==> src/rtl/axis_packet_bridge.sv <==
// axis_packet_bridge: DMA <-> compute-core bridge.
// Parses a length-header packet from the DMA input stream and forwards the
// payload to the core. Results announced by the core are buffered in a small
// FIFO and returned to the DMA as a single TLAST-terminated packet.
// Length mismatches, stray results and overlapping announcements are
// reported through a sticky error flag.
module axis_packet_bridge #(
  parameter int DATA_W     = 16,
  parameter int CNT_W      = 16,
  parameter int FIFO_DEPTH = 4
) (
  input  logic                  AXIS_ACLK,
  input  logic                  AXIS_ARESETN,
  input  logic [DATA_W-1:0]     S_AXIS_TDATA,
  input  logic [DATA_W/8-1:0]   S_AXIS_TKEEP,
  input  logic                  S_AXIS_TLAST,
  input  logic                  S_AXIS_TVALID,
  output logic                  S_AXIS_TREADY,
  output logic [DATA_W-1:0]     M_AXIS_TDATA,
  output logic [DATA_W/8-1:0]   M_AXIS_TKEEP,
  output logic                  M_AXIS_TLAST,
  output logic                  M_AXIS_TVALID,
  input  logic                  M_AXIS_TREADY,
  output logic [DATA_W-1:0]     core_x,
  output logic                  core_x_valid,
  input  logic                  core_x_ready,
  input  logic [DATA_W-1:0]     core_y,
  input  logic                  core_y_valid,
  output logic                  core_y_ready,
  input  logic [CNT_W-1:0]      core_ycount,
  input  logic                  core_ycount_valid,
  output logic                  status_busy,
  output logic                  status_err,
  input  logic                  err_clr
);

  localparam int AW = $clog2(FIFO_DEPTH);
  localparam int OW = AW + 1;

  typedef enum logic [1:0] {
    ST_HDR  = 2'd0,
    ST_PAY  = 2'd1,
    ST_SKIP = 2'd2
  } state_t;

  state_t            state_q, state_d;
  logic [CNT_W-1:0]  in_rem_q, in_rem_d;
  logic              skip_first_q, skip_first_d;
  logic [CNT_W-1:0]  out_rem_q, out_rem_d;
  logic              err_q, err_d;
  logic [DATA_W-1:0] mem_q [FIFO_DEPTH];
  logic [AW-1:0]     wr_ptr_q, wr_ptr_d;
  logic [AW-1:0]     rd_ptr_q, rd_ptr_d;
  logic [OW-1:0]     occ_q, occ_d;

  logic              armed;
  logic              fifo_empty;
  logic              fifo_full;
  logic              out_idle;
  logic              s_ready;
  logic              rx;
  logic              tx;
  logic              push;
  logic              pop;
  logic              in_err;
  logic              arm_err;
  logic              drop_err;
  logic [CNT_W-1:0]  hdr_val;
  logic              unused_tkeep;

  // Input byte enables carry no information for this protocol.
  assign unused_tkeep = ^S_AXIS_TKEEP;

  assign hdr_val    = S_AXIS_TDATA[CNT_W-1:0];
  assign armed      = (out_rem_q != '0);
  assign fifo_empty = (occ_q == '0);
  assign fifo_full  = (occ_q == OW'(FIFO_DEPTH));
  // A new header is only taken once the previous result packet has fully left.
  assign out_idle   = !armed && fifo_empty;

  // Input-side ready depends on which part of the packet is being consumed.
  always_comb begin
    s_ready = 1'b0;
    unique case (state_q)
      ST_HDR:  s_ready = out_idle;
      ST_PAY:  s_ready = core_x_ready;
      ST_SKIP: s_ready = 1'b1;
      default: s_ready = 1'b0;
    endcase
  end

  // Ready is forced low while reset is asserted so nothing is acknowledged.
  assign S_AXIS_TREADY = AXIS_ARESETN & s_ready;
  assign rx            = S_AXIS_TVALID & S_AXIS_TREADY;

  // Payload is a zero-latency pass-through to the core.
  assign core_x_valid = (state_q == ST_PAY) & S_AXIS_TVALID;
  assign core_x       = (state_q == ST_PAY) ? S_AXIS_TDATA : '0;

  // Input packet parser: header, payload forwarding, over-length draining.
  always_comb begin
    state_d      = state_q;
    in_rem_d     = in_rem_q;
    skip_first_d = skip_first_q;
    in_err       = 1'b0;
    unique case (state_q)
      ST_HDR: begin
        if (rx) begin
          if (S_AXIS_TLAST) begin
            in_err = 1'b1;
          end else if (hdr_val != '0) begin
            in_rem_d = hdr_val;
            state_d  = ST_PAY;
          end
        end
      end
      ST_PAY: begin
        if (rx) begin
          if (in_rem_q != '0) begin
            in_rem_d = in_rem_q - CNT_W'(1);
          end
          if (in_rem_q <= CNT_W'(1)) begin
            if (S_AXIS_TLAST) begin
              state_d = ST_HDR;
            end else begin
              state_d      = ST_SKIP;
              skip_first_d = 1'b1;
            end
          end else if (S_AXIS_TLAST) begin
            in_err  = 1'b1;
            state_d = ST_HDR;
          end
        end
      end
      ST_SKIP: begin
        if (rx) begin
          if (skip_first_q) begin
            in_err = 1'b1;
          end
          skip_first_d = 1'b0;
          if (S_AXIS_TLAST) begin
            state_d = ST_HDR;
          end
        end
      end
      default: state_d = ST_HDR;
    endcase
  end

  // Output arming from the core's result-count announcement.
  always_comb begin
    out_rem_d = out_rem_q;
    arm_err   = 1'b0;
    if (!armed) begin
      if (core_ycount_valid && (core_ycount != '0)) begin
        out_rem_d = core_ycount;
      end
    end else begin
      if (core_ycount_valid) begin
        arm_err = 1'b1;
      end
      if (tx) begin
        out_rem_d = out_rem_q - CNT_W'(1);
      end
    end
  end

  // Results are only buffered while a packet is armed; otherwise they are
  // swallowed and flagged so the core never stalls on an unexpected result.
  assign core_y_ready = AXIS_ARESETN & (armed ? !fifo_full : 1'b1);
  assign push         = armed & core_y_valid & !fifo_full;
  assign drop_err     = !armed & core_y_valid;

  assign M_AXIS_TVALID = !fifo_empty;
  assign tx            = M_AXIS_TVALID & M_AXIS_TREADY;
  assign pop           = tx;

  assign M_AXIS_TDATA = M_AXIS_TVALID ? mem_q[rd_ptr_q] : '0;
  assign M_AXIS_TKEEP = M_AXIS_TVALID ? '1 : '0;
  assign M_AXIS_TLAST = M_AXIS_TVALID & (out_rem_q == CNT_W'(1));

  // FIFO pointer and occupancy bookkeeping.
  always_comb begin
    wr_ptr_d = push ? (wr_ptr_q + AW'(1)) : wr_ptr_q;
    rd_ptr_d = pop  ? (rd_ptr_q + AW'(1)) : rd_ptr_q;
    occ_d    = occ_q + OW'(push) - OW'(pop);
  end

  // Sticky error: a new error in the same cycle as a clear takes priority.
  always_comb begin
    err_d = err_q;
    if (in_err || arm_err || drop_err) begin
      err_d = 1'b1;
    end else if (err_clr) begin
      err_d = 1'b0;
    end
  end

  assign status_busy = (state_q != ST_HDR) | armed | !fifo_empty;
  assign status_err  = err_q;

  // Control state registers with asynchronous active-low reset.
  always_ff @(posedge AXIS_ACLK or negedge AXIS_ARESETN) begin
    if (!AXIS_ARESETN) begin
      state_q      <= ST_HDR;
      in_rem_q     <= '0;
      skip_first_q <= 1'b0;
      out_rem_q    <= '0;
      err_q        <= 1'b0;
      wr_ptr_q     <= '0;
      rd_ptr_q     <= '0;
      occ_q        <= '0;
    end else begin
      state_q      <= state_d;
      in_rem_q     <= in_rem_d;
      skip_first_q <= skip_first_d;
      out_rem_q    <= out_rem_d;
      err_q        <= err_d;
      wr_ptr_q     <= wr_ptr_d;
      rd_ptr_q     <= rd_ptr_d;
      occ_q        <= occ_d;
    end
  end

  // Result storage; contents are qualified by occupancy, so no reset needed.
  always_ff @(posedge AXIS_ACLK) begin
    if (push) begin
      mem_q[wr_ptr_q] <= core_y;
    end
  end

endmodule

==> config.mk <==
export PLATFORM = sky130hd
export DESIGN_NAME = axis_packet_bridge
export DESIGN_NICKNAME = d
export VERILOG_FILES = /design/src/rtl/axis_packet_bridge.sv
export SDC_FILE = /design/constraint.sdc
export NUM_CORES = 1
export LEC_CHECK = 0
export BUFFER_PORTS_ARGS = -buffer_cell sky130_fd_sc_hd__buf_2
export CAP_MARGIN = 30
export CORE_MARGIN = 4
export CORE_UTILIZATION = 53
export CTS_BUF_LIST = sky130_fd_sc_hd__clkbuf_4 sky130_fd_sc_hd__clkbuf_8
export DETAILED_ROUTE_END_ITERATION = 6
export GPL_TIMING_DRIVEN = 0
export HOLD_SLACK_MARGIN = 0.08
export PLACE_DENSITY = 0.82
export SYNTH_ARGS = -nofsm -noshare
export SYNTH_HDL_FRONTEND = slang
export SYNTH_SLANG_ARGS = --single-unit
==> constraint.sdc <==
create_clock -name AXIS_ACLK -period 2.85 [get_ports AXIS_ACLK]
set_input_delay 0.4275 -clock AXIS_ACLK [delete_from_list [all_inputs] [get_ports AXIS_ACLK]]
set_output_delay 0.4275 -clock AXIS_ACLK [all_outputs]
set_load 0.05 [all_outputs]
# Word-level counts from Yosys, hierarchy flattened
# Memories as Yosys holds them, arrays and structs flattened.
# Cells that the tools add are included.
# classes
mux,41
shift,0
reduce_logical,22
n_mul,0
addsub,6
div,0
n_eq_ne,13
order_cmp,1
bitwise_logic,11
# ops
operator,n
$mux W16,10
$reduce_bool A16 Y1,4
$pmux W16 S2,1
$sub A16 B1 Y16 const B,2
$mux W2,9
$mux W1,17
$eq A16 B1 Y1 const B,1
$le A16 B1 Y1 const B,1
$ne A2 B2 Y1 const B,6
$reduce_and A5 Y1,2
$reduce_bool A2 Y1,5
$and A1 B1 Y1,9
$ne A2 B1 Y1 const B,3
$pmux W1 S3,2
$pmux W2 S3,1
$reduce_and A6 Y1,1
$add A2 B1 Y2 const B,2
$add A3 B1 Y3,1
$eq A3 B3 Y1 const B,1
$logic_not A1 Y1,3
$logic_not A3 Y1,1
$sub A3 B1 Y3,1
$eq A2 B1 Y1 const B,1
$eq A2 B2 Y1 const B,1
6 further kinds,9
# word_totals
romBits,0
in_bits,59
reg_bits,43
ram_bits,64
n_memories,1
latchBits,0
out_inout_bits,41
elab_cells,103
# mem_list
name,depth,word_bits,rd,rd_clocked_by_memory_dff,write_ports,line_no,text
mem_q,4,16,1,0,1,51,logic [DATA_W-1:0] mem_q [FIFO_DEPTH];

# Logic depth before layout (Yosys ltp)
# logic_depth
ltp_word,11
depth_mapped,15
ltp_nobuf,13

# Worst setup path before layout
# OpenSTA, ideal clock, no wires.
# synth_timing
kind,register to output
start,register out_rem_q[11]
end,output S_AXIS_TREADY
required_ps,2423
path_stages_with_launch,5
arrival_ps,2503
n_path_buf,0
path_slack_ps,-81
cell_sequence,dfrtp_1 > nor4_2 > nand4b_1 > o41a_1 > nor3b_1
# synth_via
elab_chain_len,5
# synth_rtl
item,line_no,text
from (decl),49,"logic [CNT_W-1:0] out_rem_q, out_rem_d;"
from (signal assigned),217,out_rem_q <= out_rem_d;
$reduce_bool A16 Y1,75,assign armed = (out_rem_q != '0);
$logic_not A1 Y1,79,assign out_idle = !armed && fifo_empty;
$logic_and A1 B1 Y1,79,
$pmux W1 S3,84,unique case (state_q)
$and A1 B1 Y1,93,assign S_AXIS_TREADY = AXIS_ARESETN & s_ready;
to (decl),18,"output logic S_AXIS_TREADY,"
# Every way passes these cells.

# Worst setup path in the final report
# layout_timing
start,register out_rem_q[10]
end,output status_busy
# layout_via
elab_chain_len,3
# layout_rtl
item,line_no,text
$reduce_bool A16 Y1,75,
$or A1 B1 Y1 (2 in series),199,assign status_busy = (state_q != ST_HDR) | armed | !fifo_empty;
to (decl),32,"output logic status_busy,"
# Every way passes these cells.

==> results.md <==
- CTS tree: done
- Cell count after synthesis: 494
- Global route hottest layer: met2
- Slew Viols, Final: 0
- N_diodes: 0
- Slew @ Worst Pin: 894 ps
- Met2 Usage GRT: 36.0%
- Largest net degree at the start of global routing: 40
- Worst vdd ir: 757 uV
- WHS: 257 ps
- Synth Register Bits: 107
- Post-synth cell types: 62
- Post-Synthesis Cell Area: 5630 um2
- Yosys warnings: 0
- Vias per cell: 5.99
- Net Sw Frac: 48.7%
- Area delta synth->final: 18.2%
- M3 GR Usage: 5.90%
- Final worst path period share: 98.2%
- Min Clock Period, post-route: 2800 ps
- Clk_lat worst skew: 380 ps
- CP Data Required Time: 2420 ps
- Max clock buf depth: 2
- RD Place Congestion: 0.907
- # port buffers: 97
- Number of flops mapped to enable cells by yosys: 64
- Status: finished clean
- # DRC: 0
- Global-route usage over all layers: 21.8%
- Final nets: 687
- First-pass GRT wire length: 21900 um
- Total Power: 0.00761 W
- Setup TNS: 0 ps
- Top Family by Delay on Critical Path: simple AND/OR/NAND/NOR gates
- Antenna Nets Post-Route: 0
- Critical path cell sequence: nor4_4 -> nand4b_1 -> or2_1 -> buf_6 -> buf_8 -> or3_4 -> buf_8
- Async set or reset register ratio after synthesis: 40.2%
- Yosys top cell by area: edfxtp_1
- Pre-antenna DRT Iters: 7
- Num CTS Buffers: 9
- Tightest Hold Check Type: input pin to flip-flop
- Number of global-route vias before repair: 4512
- Std-Cell Rows: 37
- Max Fclk: 357 MHz
- Sequential fraction of the synthesis area: 53.2%
- Die H: 111 um
- Slowest stage cell on the critical path: dfrtp_2
- CP Capture Type: output pin
- Die Wd: 111 um
- Most frequent cell on the critical path: buf_8
- Pwr dens: 1140 nW/um2
- Met1 Use GR: 28.5%
- Clock transition at path regs: 110 ps
- Buf/Inv on CP: 3
- Clock share of power: 11.6%
- Worst EP arrival: 2370 ps
- CTS root buf: clkbuf_8
- DR iter-0 viols: 298
- H-tree Lvls: 3
- LEAKAGE: 2.63 nW
- Syn avg cell area: 11.4 um2
- WL/cell: 17.9 um
- CP Class: flip-flop to output pin
- Initial antenna violation count: 0
- Synth Net Count: 571
- Core ar.: 10300 um2
- Setup-failing EPs final: 0
- Startpoint class of the critical path: flip-flop
- Initial Util: 54.6%
- Clk_skew: 16.0 ps
- GRT Residual Overflow: 0
- Ys flop type: edfxtp_1
- Internal power: 0.00391 W
- Slew HR: 39.8%
- Total net switching power: 0.00370 W
- Layout cells sized above 1: 29.4%
- Top post-synthesis cells by area: edfxtp_1, dfrtp_1, mux4_2, and2_1, a21oi_1
- TritonCTS Sinks: 107
- RSZ-0062 raised after global routing: yes
- Max-cap viol count: 0
- I/O Pins: 100
- Post-Route WL: 13400 um
- Delay of the slowest critical-path stage: 460 ps
- Die ar.: 12300 um2
- Sequential share of power: 33.5%
- HPWL after DPL: 9710 um
- Top-area cell type share of the netlist area: 34.1%
- CP Max Fanout: 6
- Final Hold Vio Count: 0
- Via Count: 4495
- Power share of the combinational group: 54.8%
-- layout by cell type, fill, tap and decap left out, drive strengths merged, types with 6 or more instances in the layout --
cell type    n
edfxtp      64
a21oi       46
dfrtp       43
a31oi        8
mux4        16
a41oi        7
buf        124
nand2       31
nand4        9
o32ai        6
nor3        10
o21ai       26
and2        37
nand3       11
clkbuf      19
nor2        17
nor4        12
ha          17
inv         29
o22ai        6
or3         10
-- synthesized netlist by cell type, drive strengths merged (2+ instances only) --
master   number
o32ai         6
a31oi         8
o21bai        3
mux4         16
or2           5
nor3         10
nand4b        2
o21a          4
buf          14
and2         37
nand3        11
inv          25
nor4         12
or4           3
mux2i         3
a311oi        2
ha           17
xnor2         5
edfxtp       64
o31ai         4
nor2         17
nand2b        4
o22ai         6
a2bb2oi       2
nor3b         2
and3          3
nand2        31
o21ai        26
nand4         9
o2bb2ai       3
a41oi         7
clkbuf       15
dfrtp        43
a22o          2
o311ai        2
or3          10
a21oi        46
-- flip-flops by register name, summed over array words and instances, names as in the netlist --
name,count
state_q,2
wr_ptr_q,2
occ_q,3
status_err,1
skip_first_q,1
mem_q,64
out_rem_q,16
in_rem_q,16
rd_ptr_q,2
-- final cells by class --
class                   count  area [um2]
fillers                   767        3670
flip-flops and latches    107        3000
multi-input cells         332        2440
repair buffers            109         613
well taps                 136         170
plain buffers              25         151
clock buffers              10         131
inverters                  26        97.6
clock inverters             6        53.8
-- logic make-up after synthesis --
group           after synthesis  share of synthesized area [%]
compound gates              132                           15.0
xor+xnor                      5                          0.777
fa+ha+maj                    18                           4.13
buf+inv                      55                           4.29
flops                       107                           53.2
mux                          19                           6.93
simple gates                158                           15.6
-- through the flow --
stage,cell area (um2),std cells,worst slack (ps),utilization (%)
2_1_floorplan,5640,494,3.01,-
3_3_place_gp,6290,727,-313,61.0
3_5_place_dp,6310,728,-402,61.2
4_1_cts,6580,744,-47.3,63.7
5_1_grt,6660,751,-55.0,64.5
6_report,6660,751,51.7,64.5
-- power by group through the flow --
stage,clock network [W],logic [W],registers [W]
floorplan,0,0.00317,0.00243
CTS,0.000902,0.00415,0.00255
global route,0.000970,0.00450,0.00262
detailed placement,0,0.00414,0.00252
global placement,0,0.00401,0.00249
finish,0.000885,0.00417,0.00255
-- per-layer routing --
layer | wire (um) | vias up
met5 | 0 | -
met4 | 211 | 0
met3 | 1030 | 19
met2 | 6670 | 201
met1 | 5520 | 2174
li1 | - | 2101
-- timing repair --
action,CTS,global route
hold endpoints to repair,8,0
hold buffers,1,0
endpoints found under the setup margin,24,15
resized for setup,22,10
pin swaps,4,8
setup buffers,2,8
-- final timing paths --
| path | to | slack, ps | from | cells after the start |
|---|---|---|---|---|
| max reg2reg | occ_q[2] | 160 | out_rem_q[10] | 13 |
| max | status_busy | 50 | out_rem_q[10] | 7 |
| max in group asynchronous | rd_ptr_q[0] | 1910 | AXIS_ARESETN | 3 |
| min reg2reg | occ_q[2] | 500 | occ_q[2] | 1 |
| min | mem_q[0][9] | 260 | core_y[9] | 1 |
| min in group asynchronous | in_rem_q[8] | 440 | AXIS_ARESETN | 2 |
(Power assumes the default switching activity.)
